$ cat src/rtl/shift_operator_r_seq.sv
// -----------------------------------------------------------------------------
// shift_operator_r_seq
//
// Sequential right shifter for the ALU datapath. Shifts an N-bit operand right
// by a programmable amount, one bit position per clock, in either logical
// (zero-fill) or arithmetic (sign-fill) mode. The ALU controller drives it
// through a start/busy/done handshake.
//
// Ports:
//   clk     in   1   rising-edge clock
//   reset   in   1   synchronous, active-high reset (highest priority)
//   start   in   1   request pulse, accepted only when not shifting
//   A       in   N   operand, sampled when start is accepted
//   bshift  in   SW  shift amount (0 .. 2^SW-1), sampled with A
//   arith   in   1   1 = arithmetic (fill with A[N-1]), 0 = logical (fill 0)
//   busy    out  1   high while shifting is in progress
//   done    out  1   one-cycle pulse, y is valid in that cycle
//   y       out  N   registered result, held until the next done
// -----------------------------------------------------------------------------
module shift_operator_r_seq #(
    parameter int N  = 5,
    parameter int SW = 2
) (
    input  logic          clk,
    input  logic          reset,
    input  logic          start,
    input  logic [N-1:0]  A,
    input  logic [SW-1:0] bshift,
    input  logic          arith,
    output logic          busy,
    output logic          done,
    output logic [N-1:0]  y
);

    typedef enum logic [1:0] {
        IDLE  = 2'd0,
        SHIFT = 2'd1,
        DONE  = 2'd2
    } state_t;

    state_t        state;
    state_t        state_next;
    logic [N-1:0]  sreg;
    logic [SW-1:0] cnt;
    logic          fill;
    logic          accept;
    logic [N-1:0]  sreg_shifted;

    // A request is taken in IDLE and also in DONE, which allows back-to-back
    // operation without an idle gap. Requests during SHIFT are dropped.
    assign accept       = start && (state != SHIFT);
    assign sreg_shifted = {fill, sreg[N-1:1]};

    // -------------------------------------------------------------------------
    // State register
    // -------------------------------------------------------------------------
    // NOTE: sequential state is written with non-blocking assignments so every
    // register samples pre-edge values regardless of statement order.
    always_ff @(posedge clk) begin
        if (reset) begin
            state <= IDLE;
        end else begin
            state <= state_next;
        end
    end

    // -------------------------------------------------------------------------
    // Next-state logic
    // -------------------------------------------------------------------------
    // NOTE: state_next gets a default before the case so no path leaves it
    // unassigned, which would otherwise infer a latch.
    always_comb begin
        state_next = state;
        unique case (state)
            IDLE: begin
                if (accept) begin
                    state_next = (bshift == '0) ? DONE : SHIFT;
                end
            end
            SHIFT: begin
                if (cnt == SW'(1)) begin
                    state_next = DONE;
                end
            end
            DONE: begin
                if (accept) begin
                    state_next = (bshift == '0) ? DONE : SHIFT;
                end else begin
                    state_next = IDLE;
                end
            end
            default: state_next = IDLE;
        endcase
    end

    // -------------------------------------------------------------------------
    // Outputs decoded from state
    // -------------------------------------------------------------------------
    always_comb begin
        busy = (state == SHIFT);
        done = (state == DONE);
    end

    // -------------------------------------------------------------------------
    // Datapath: shift register, remaining count, fill bit and result
    // -------------------------------------------------------------------------
    always_ff @(posedge clk) begin
        if (reset) begin
            sreg <= '0;
            cnt  <= '0;
            fill <= 1'b0;
            y    <= '0;
        end else if (accept) begin
            sreg <= A;
            cnt  <= bshift;
            // Fill bit is frozen here so a later change of arith or A cannot
            // corrupt an operation already in flight.
            fill <= arith & A[N-1];
            // Zero-length shift goes straight to DONE with the operand itself.
            if (bshift == '0) begin
                y <= A;
            end
        end else if (state == SHIFT) begin
            sreg <= sreg_shifted;
            cnt  <= cnt - SW'(1);
            // Last step: publish the result on the edge entering DONE.
            if (cnt == SW'(1)) begin
                y <= sreg_shifted;
            end
        end
    end

endmodule

$ cat config.mk
export PLATFORM = sky130hd
export DESIGN_NAME = shift_operator_r_seq
export DESIGN_NICKNAME = d
export VERILOG_FILES = /design/src/rtl/shift_operator_r_seq.sv
export SDC_FILE = /design/constraint.sdc
export NUM_CORES = 1
export LEC_CHECK = 0
export BUFFER_PORTS_ARGS = -buffer_cell sky130_fd_sc_hd__buf_2
export CELL_PAD_IN_SITES_DETAIL_PLACEMENT = 1
export CELL_PAD_IN_SITES_GLOBAL_PLACEMENT = 1
export CORE_UTILIZATION = 36
export CTS_CLUSTER_SIZE = 25
export DETAILED_ROUTE_END_ITERATION = 7
export GPL_ROUTABILITY_DRIVEN = 0
export GPL_TIMING_DRIVEN = 0
export PLACE_DENSITY_LB_ADDON = 0.08
export SYNTH_ARGS = -nofsm -noshare
export SYNTH_HDL_FRONTEND = slang
export SYNTH_SLANG_ARGS = --single-unit
export TNS_END_PERCENT = 5
$ cat constraint.sdc
create_clock -name clk -period 1.81 [get_ports clk]
set_input_delay 0.362 -clock clk [delete_from_list [all_inputs] [get_ports clk]]
set_output_delay 0.362 -clock clk [all_outputs]
set_load 0.01 [all_outputs]
==> reports/results.ini, run 1 <==
[cells_and_area]
post_route_cells_drive_above_1_share_pct = 32.6
fillerInstances = 215
seqCellArea_um2 = 280
syn2layout_area_growth_pct = 22.3
final_net_count = 102
final_util_pct = 47.0
num_antenna_cells = 0
multi_input_comb_area_um2 = 318

[detailed_routing]
avgRoutedWirePerCell_um = 13.7
route.vias.total = 567
post-route-drc-count = 0
route.antenna.remaining_nets = 0
total_routed_length_um = 1560
drtIter0Drc = 9
drt-vias-per-instance = 4.97
first_pass_iters = 4

[yosys]
synth-seq-area-share_pct = 42.3
mappedNetlistNets = 81
post_synth_instance_area_um2 = 663
netlist_instances = 69
flip_flop_and_latch_count_after_synthesis = 14
postSynthAreaPerCell_um2 = 9.61
yosys_warnings = 0
post_synth_cell_types = 23

[clock_tree]
number_of_buffers_inserted_during_clock_tree_synthesis = 3
cts_max_level = 1
clock_sink_count = 14
cts_resized = 0
worst_skew_pair.late_latency_ns = 0.27
max-clock-path-buffers = 2
cts_root_buf = clkbuf_4
tritoncts = built
ctsHoldBuffers = 0
post-cts-setup-buffers = 0
clkTransAtPathRegs_ns = 0.09

[worst_setup_path]
worst-endpoint-required_ns = 1.45
worst_ep_arrival_time_ns = 1.12
cpMaxStageDelayCell = dfxtp_1
timing.critical_path.cells = nand2b_1 > buf_4 > inv_2 > buf_2
cp_top_family = flip-flops
path_buf_inv = 3
path_max_fanout = 7
timing.critical_path.to_type = primary output
cp_slowest_stage_delay_ns = 0.41
criticalPathCategory = reg2out
cp-start-kind = flip-flop

[timing]
final-hold-violation-count = 0
setup_total_negative_slack_ns = 0
final-setup-viol-count = 0
final-max-slew-violation-count = 0
fmax_ghz = 0.675
tightest_slew_ns = 0.497
worst_clock_skew_ns = 0.000751
period_needed_ns = 1.48
slew-limit-headroom_pct = 66.9
period_share_pct = 81.8
setup_repair_after_global_routing_missed_its_margin = no

[die]
design.portCount = 18
die_w_um = 44.9
rows = 15
dieHeight_um = 44.9
fp.coreArea_um2 = 1730
initial_core_util_pct = 38.4
fp.dieArea_um2 = 2020

[grt]
grt_util_all_layers_pct = 17.4
antenna_found_initial = 0
wire_length_of_the_first_global_routing_pass_um = 2510
gr-total-overflow = 0
grt_start_max_net_pins = 11
first_global_vias = 544

[hold_path]
min_path_type = in2reg

[placed_design]
port_buffers = 16
dp_hpwl_um = 1140

[power_and_ir_drop]
total_power_w = 0.000715
pwr_density_cell_nw_per_um2 = 882
ir_drop_mv = 0.428
total_leakage_power_nw = 0.366

[run_status]
run_status = complete, no violations

[flow_run]
drv.max_cap_violation_count = 0

## state kept, by name, indices dropped and copies added, names as in the netlist
name / cells
y: 5
sreg: 4
cnt: 2
state: 2
fill: 1
## stage by stage
stage,hold WS (ns),std cells,worst slack [ns],area (um^2)
after floorplan,0.448,69,0.464,663
after global placement,0.476,110,0.367,774
after detailed placement,0.475,110,0.360,774
after CTS,0.356,114,0.303,811
after global routing,0.342,114,0.252,811
final,0.358,114,0.329,811
## where the power goes
group	switching, W	internal (W)
sequential	0.0000182	0.000336
combinational	0.0000716	0.0000640
clock	0.000103	0.000122
total	0.000193	0.000522
## metal layers
metal	part of all wire [%]	track usage (%)	wire [um]	vias to the layer above
li1	-	-	-	291
met1	53	24.8	833	264
met2	43	26.1	674	10
met3	2.8	4.00	44	2
met4	0.83	5.45	13	0
met5	0	0	0	-
## logic make-up (layout without fill, tap and decap cells)
group / Yosys count / in the layout / share of synthesized area (%)
buffers and inverters: 13 / 33 / 9.81
muxes: 5 / 5 / 7.55
and+or+nand+nor: 13 / 13 / 10.6
AOI/OAI and AO/OA: 23 / 23 / 27.9
DFF: 14 / 14 / 42.3
adders and majority gates: 1 / 1 / 1.89
## worst reg2reg max path, stage by stage, from the launching register on
cell	delay (ns)
dfxtp_1	0.34
inv_1	0.04
ha_1	0.20
and3b_1	0.18
buf_6	0.13
a31o_4	0.23
o221a_1	0.23
## cell usage after synthesis (all sizes together)
| library cell | instances | area (um^2) |
|---|---|---|
| mux2i | 5 | 50.1 |
| nand4 | 1 | 6.26 |
| nand3 | 1 | 10.0 |
| nand2 | 1 | 3.75 |
| o32a | 1 | 10.0 |
| a221oi | 1 | 8.76 |
| o21ai | 2 | 10.0 |
| clkbuf | 1 | 3.75 |
| ha | 1 | 12.5 |
| and3b | 1 | 8.76 |
| nor2 | 7 | 26.3 |
| o221a | 5 | 56.3 |
| a31o | 1 | 17.5 |
| a211oi | 7 | 52.6 |
| a21oi | 6 | 30.0 |
| dfxtp | 14 | 280 |
| nand2b | 1 | 6.26 |
| and2b | 1 | 8.76 |
| buf | 4 | 31.3 |
| inv | 8 | 30.0 |
## final cells by class
cell class / count / share of cell area [%]
Multi-Input combinational cell: 42 / 39.2
Clock buffer: 4 / 4.48
Buffer: 5 / 4.32
Tap cell: 25 / 3.86
Sequential cell: 14 / 34.6
Timing Repair Buffer: 16 / 9.88
Inverter: 8 / 3.70
## cell usage in the layout (no fill, tap or decap), drive strengths merged, types with 2 or more instances in the layout
cell type | netlist | routed
mux2i | 5 | 5
inv | 8 | 8
a21oi | 6 | 6
o21ai | 2 | 2
o221a | 5 | 5
a211oi | 7 | 7
buf | 4 | 20
dfxtp | 14 | 14
clkbuf | 1 | 5
nor2 | 7 | 7
## worst paths after layout
path / startpoint / endpoint / slack, ns / depth (start not counted)
worst max-delay path: state[0] / busy / 0.33 / 4
worst min-delay path: A[0] / y[0] / 0.36 / 2
worst max register to register: cnt[1] / y[2] / 0.36 / 6
worst min register to register: cnt[0] / cnt[0] / 0.49 / 1
Power figures use the tool's default switching activity.
==> run 2: changes to the inputs <==
--- a/config.mk
+++ b/config.mk
@@ -8,7 +8,7 @@
 export BUFFER_PORTS_ARGS = -buffer_cell sky130_fd_sc_hd__buf_2
 export CELL_PAD_IN_SITES_DETAIL_PLACEMENT = 1
 export CELL_PAD_IN_SITES_GLOBAL_PLACEMENT = 1
-export CORE_UTILIZATION = 36
+export CORE_UTILIZATION = 33
 export CTS_CLUSTER_SIZE = 25
 export DETAILED_ROUTE_END_ITERATION = 7
 export GPL_ROUTABILITY_DRIVEN = 0
==> constraint.sdc (replaced) <==
create_clock -name clk -period 1.3 [get_ports clk]
set_input_delay 0.26 -clock clk [delete_from_list [all_inputs] [get_ports clk]]
set_output_delay 0.26 -clock clk [all_outputs]
set_load 0.01 [all_outputs]
==> run 2 against run 1 <==
  * Non-clock buffer count increased by 5
  * Power increased by 47%
  * Register-to-register slack got worse by 0.36 ns
  * Combinational power increased by 71%
  * Via count increased by 6.7%
  * Global-route usage increased by 0.32 points
  * Flip-flop and latch count unchanged
  * Sequential share of layout area decreased by 2.8 points
  * Final area increased by 12%
  * Critical path type is now reg2reg
  * Critical endpoint is now y[4]
  * Highest routed layer unchanged
==> reports/results.ini, run 2 (synthesis results as in run 1) <==
[hold_path]
min_path_type = in2reg
min_delay_worst_endpoint = y[0]
min_from = A[0]
hold_path_depth = 2  ; unchanged

[detailed_routing]
drtIter0Drc = 4  ; -5
route.vias.total = 605  ; +6.7%
first_pass_iters = 4  ; unchanged
total_routed_length_um = 1640  ; +4.7%
route.antenna.remaining_nets = 0  ; unchanged
post-route-drc-count = 0  ; unchanged
drt-vias-per-instance = 5.08  ; +2.2%
avgRoutedWirePerCell_um = 13.8  ; +0.27%

[timing]
layout_setup_ws_ns = 0.00481  ; -0.324 ns
worst_clock_skew_ns = 0.00440  ; +0.00365 ns
fmax_ghz = 0.772
setup_total_negative_slack_ns = 0  ; unchanged
final-hold-violation-count = 0  ; unchanged
final-setup-viol-count = 0  ; unchanged
period_needed_ns = 1.30
tightest_slew_ns = 0.498  ; +0.00118 ns
setup_repair_after_global_routing_missed_its_margin = yes
period_share_pct = 99.6
slew-limit-headroom_pct = 66.8  ; -0.079 points
final-max-slew-violation-count = 0  ; unchanged

[worst_setup_path]
reg2reg_to = y[4]
reg2reg_depth = 5  ; -1
worst-endpoint-required_ns = 1.48  ; +0.03 ns
path_max_fanout = 5  ; -2
worst_ep_arrival_time_ns = 1.47  ; +0.35 ns
timing.critical_path.to_type = flip-flop
cp-start-kind = flip-flop
reg2reg_setup_slack_ns = 0.005  ; -0.36 ns
r2r_start = cnt[1]
criticalPathCategory = reg2reg

[cells_and_area]
num_antenna_cells = 0  ; unchanged
instances_no_fill = 119  ; +4.4%
final_net_count = 107  ; +4.9%
syn2layout_area_growth_pct = 36.4
fillerInstances = 226  ; +5.1%
final_common_cell = buf_2
post-route-cell-area_um2 = 905  ; +12%
biggestRegsByFlops = y (5), sreg (4)
post_route_cells_drive_above_1_share_pct = 47.9  ; +15 points
largest_register_ffs = 5  ; unchanged
mostFrequentLayoutCells = 15 x buf_2, 10 x dfxtp_1, 7 x buf_4, 7 x nor2_1, 6 x a211oi_1
register_containing_the_most_flip_flops_in_the_final_layout = y

[clock_tree]
tritoncts = built
cts_max_level = 1  ; unchanged
clock_sink_count = 14  ; unchanged
number_of_buffers_inserted_during_clock_tree_synthesis = 3  ; unchanged
clkTransAtPathRegs_ns = 0.09  ; about the same
max-clock-path-buffers = 2  ; unchanged
cts_root_buf = clkbuf_4
worst_skew_pair.late_latency_ns = 0.28  ; about the same
ctsHoldBuffers = 0  ; unchanged

[grt]
gr-total-overflow = 0  ; unchanged
wire_length_of_the_first_global_routing_pass_um = 2550  ; +1.4%
grt_start_max_net_pins = 11  ; unchanged
first_global_vias = 534  ; -1.8%
antenna_found_initial = 0  ; unchanged
grt_util_all_layers_pct = 17.7  ; +0.32 points

[placed_design]
dp_hpwl_um = 1090  ; -4.2%
dpl_cell_area_um2 = 778  ; +0.48%
place_worst_setup_slack_ns = -0.0753  ; -0.435 ns
port_buffers = 16  ; unchanged
post-place-cells = 110  ; unchanged

[run_status]
run_status = complete, no violations

[die]
design.portCount = 18  ; unchanged
initial_core_util_pct = 36.8  ; -1.6 points
die_w_um = 46.8  ; +4.2%
rows = 15  ; unchanged
dieHeight_um = 46.8  ; +4.2%
fp.dieArea_um2 = 2190  ; +8.7%
fp.coreArea_um2 = 1800  ; +4.3%

[power_and_ir_drop]
total_power_w = 0.00105  ; +47%
pwr_density_cell_nw_per_um2 = 1170  ; +32%
ir_drop_mv = 0.445  ; +4.0%
total_leakage_power_nw = 0.398  ; +8.5%

[flow_run]
drv.max_cap_violation_count = 0  ; unchanged

[run 2: cell count changes in the layout (fill, tap and decap cells not counted), moves of 2 or more]
cell     delta
dfxtp_1     -4
buf_4       +5
buf_2       -2
buf_6       +2
a21oi_2     +2
dfxtp_2     +3
a21oi_1     -2
[run 2: where the power goes]
part | internal [W] | switching (W) | total [W]
sequential | 0.000470 | 0.0000289 | 0.000499
clock | 0.000170 | 0.000152 | 0.000322
combinational | 0.000120 | 0.000113 | 0.000233
[run 2: worst max path at each step]
stage / startpoint / to / cells after the start
after floorplan: cnt[1] / y[0] / 6
after global placement: cnt[1] / y[4] / 6
after detailed placement: cnt[1] / y[3] / 6
after CTS: cnt[1] / y[4] / 5
after global routing: state[1] / state[1] / 5
final: cnt[1] / y[4] / 5
[run 2: metrics by stage]
stage               hold WS, ns  utilization [%]
floorplan                 0.429                -
global placement          0.483             43.2
detailed placement        0.483             43.2
CTS                       0.243             48.6
global route              0.228             50.2
finish                    0.245             50.2
[run 2: worst max-delay path, stage by stage, from the launching register on]
cell and delay, ns:
dfxtp_2 0.34, inv_2 0.04, ha_4 0.15, and3b_2 0.21, a31o_4 0.24, o221a_1 0.21
[run 2: routing by layer]
| layer | global-route usage (%) | vias up | wire [um] |
|---|---|---|---|
| met5 | 0 | - | 0 |
| met4 | 10.3 | 0 | 28 |
| met3 | 4.62 | 5 | 46 |
| met2 | 24.4 | 13 | 729 |
| met1 | 24.8 | 283 | 832 |
| li1 | - | 304 | - |
[run 2: final cells by class]
type	instances	area (um^2)	area share [%]
multi-input cells	42	352	38.9
flip-flops and latches	14	288	31.8
repair buffers	22	138	15.2
clock buffers	4	36.3	4.01
inverters	8	32.5	3.60
well taps	25	31.3	3.46
plain buffers	4	27.5	3.04
[run 2: repair_timing]
action	in CTS	in global routing
pin swaps	2	2
buffers inserted	5	1
endpoints found under the setup margin	7	9
resized for setup	10	5
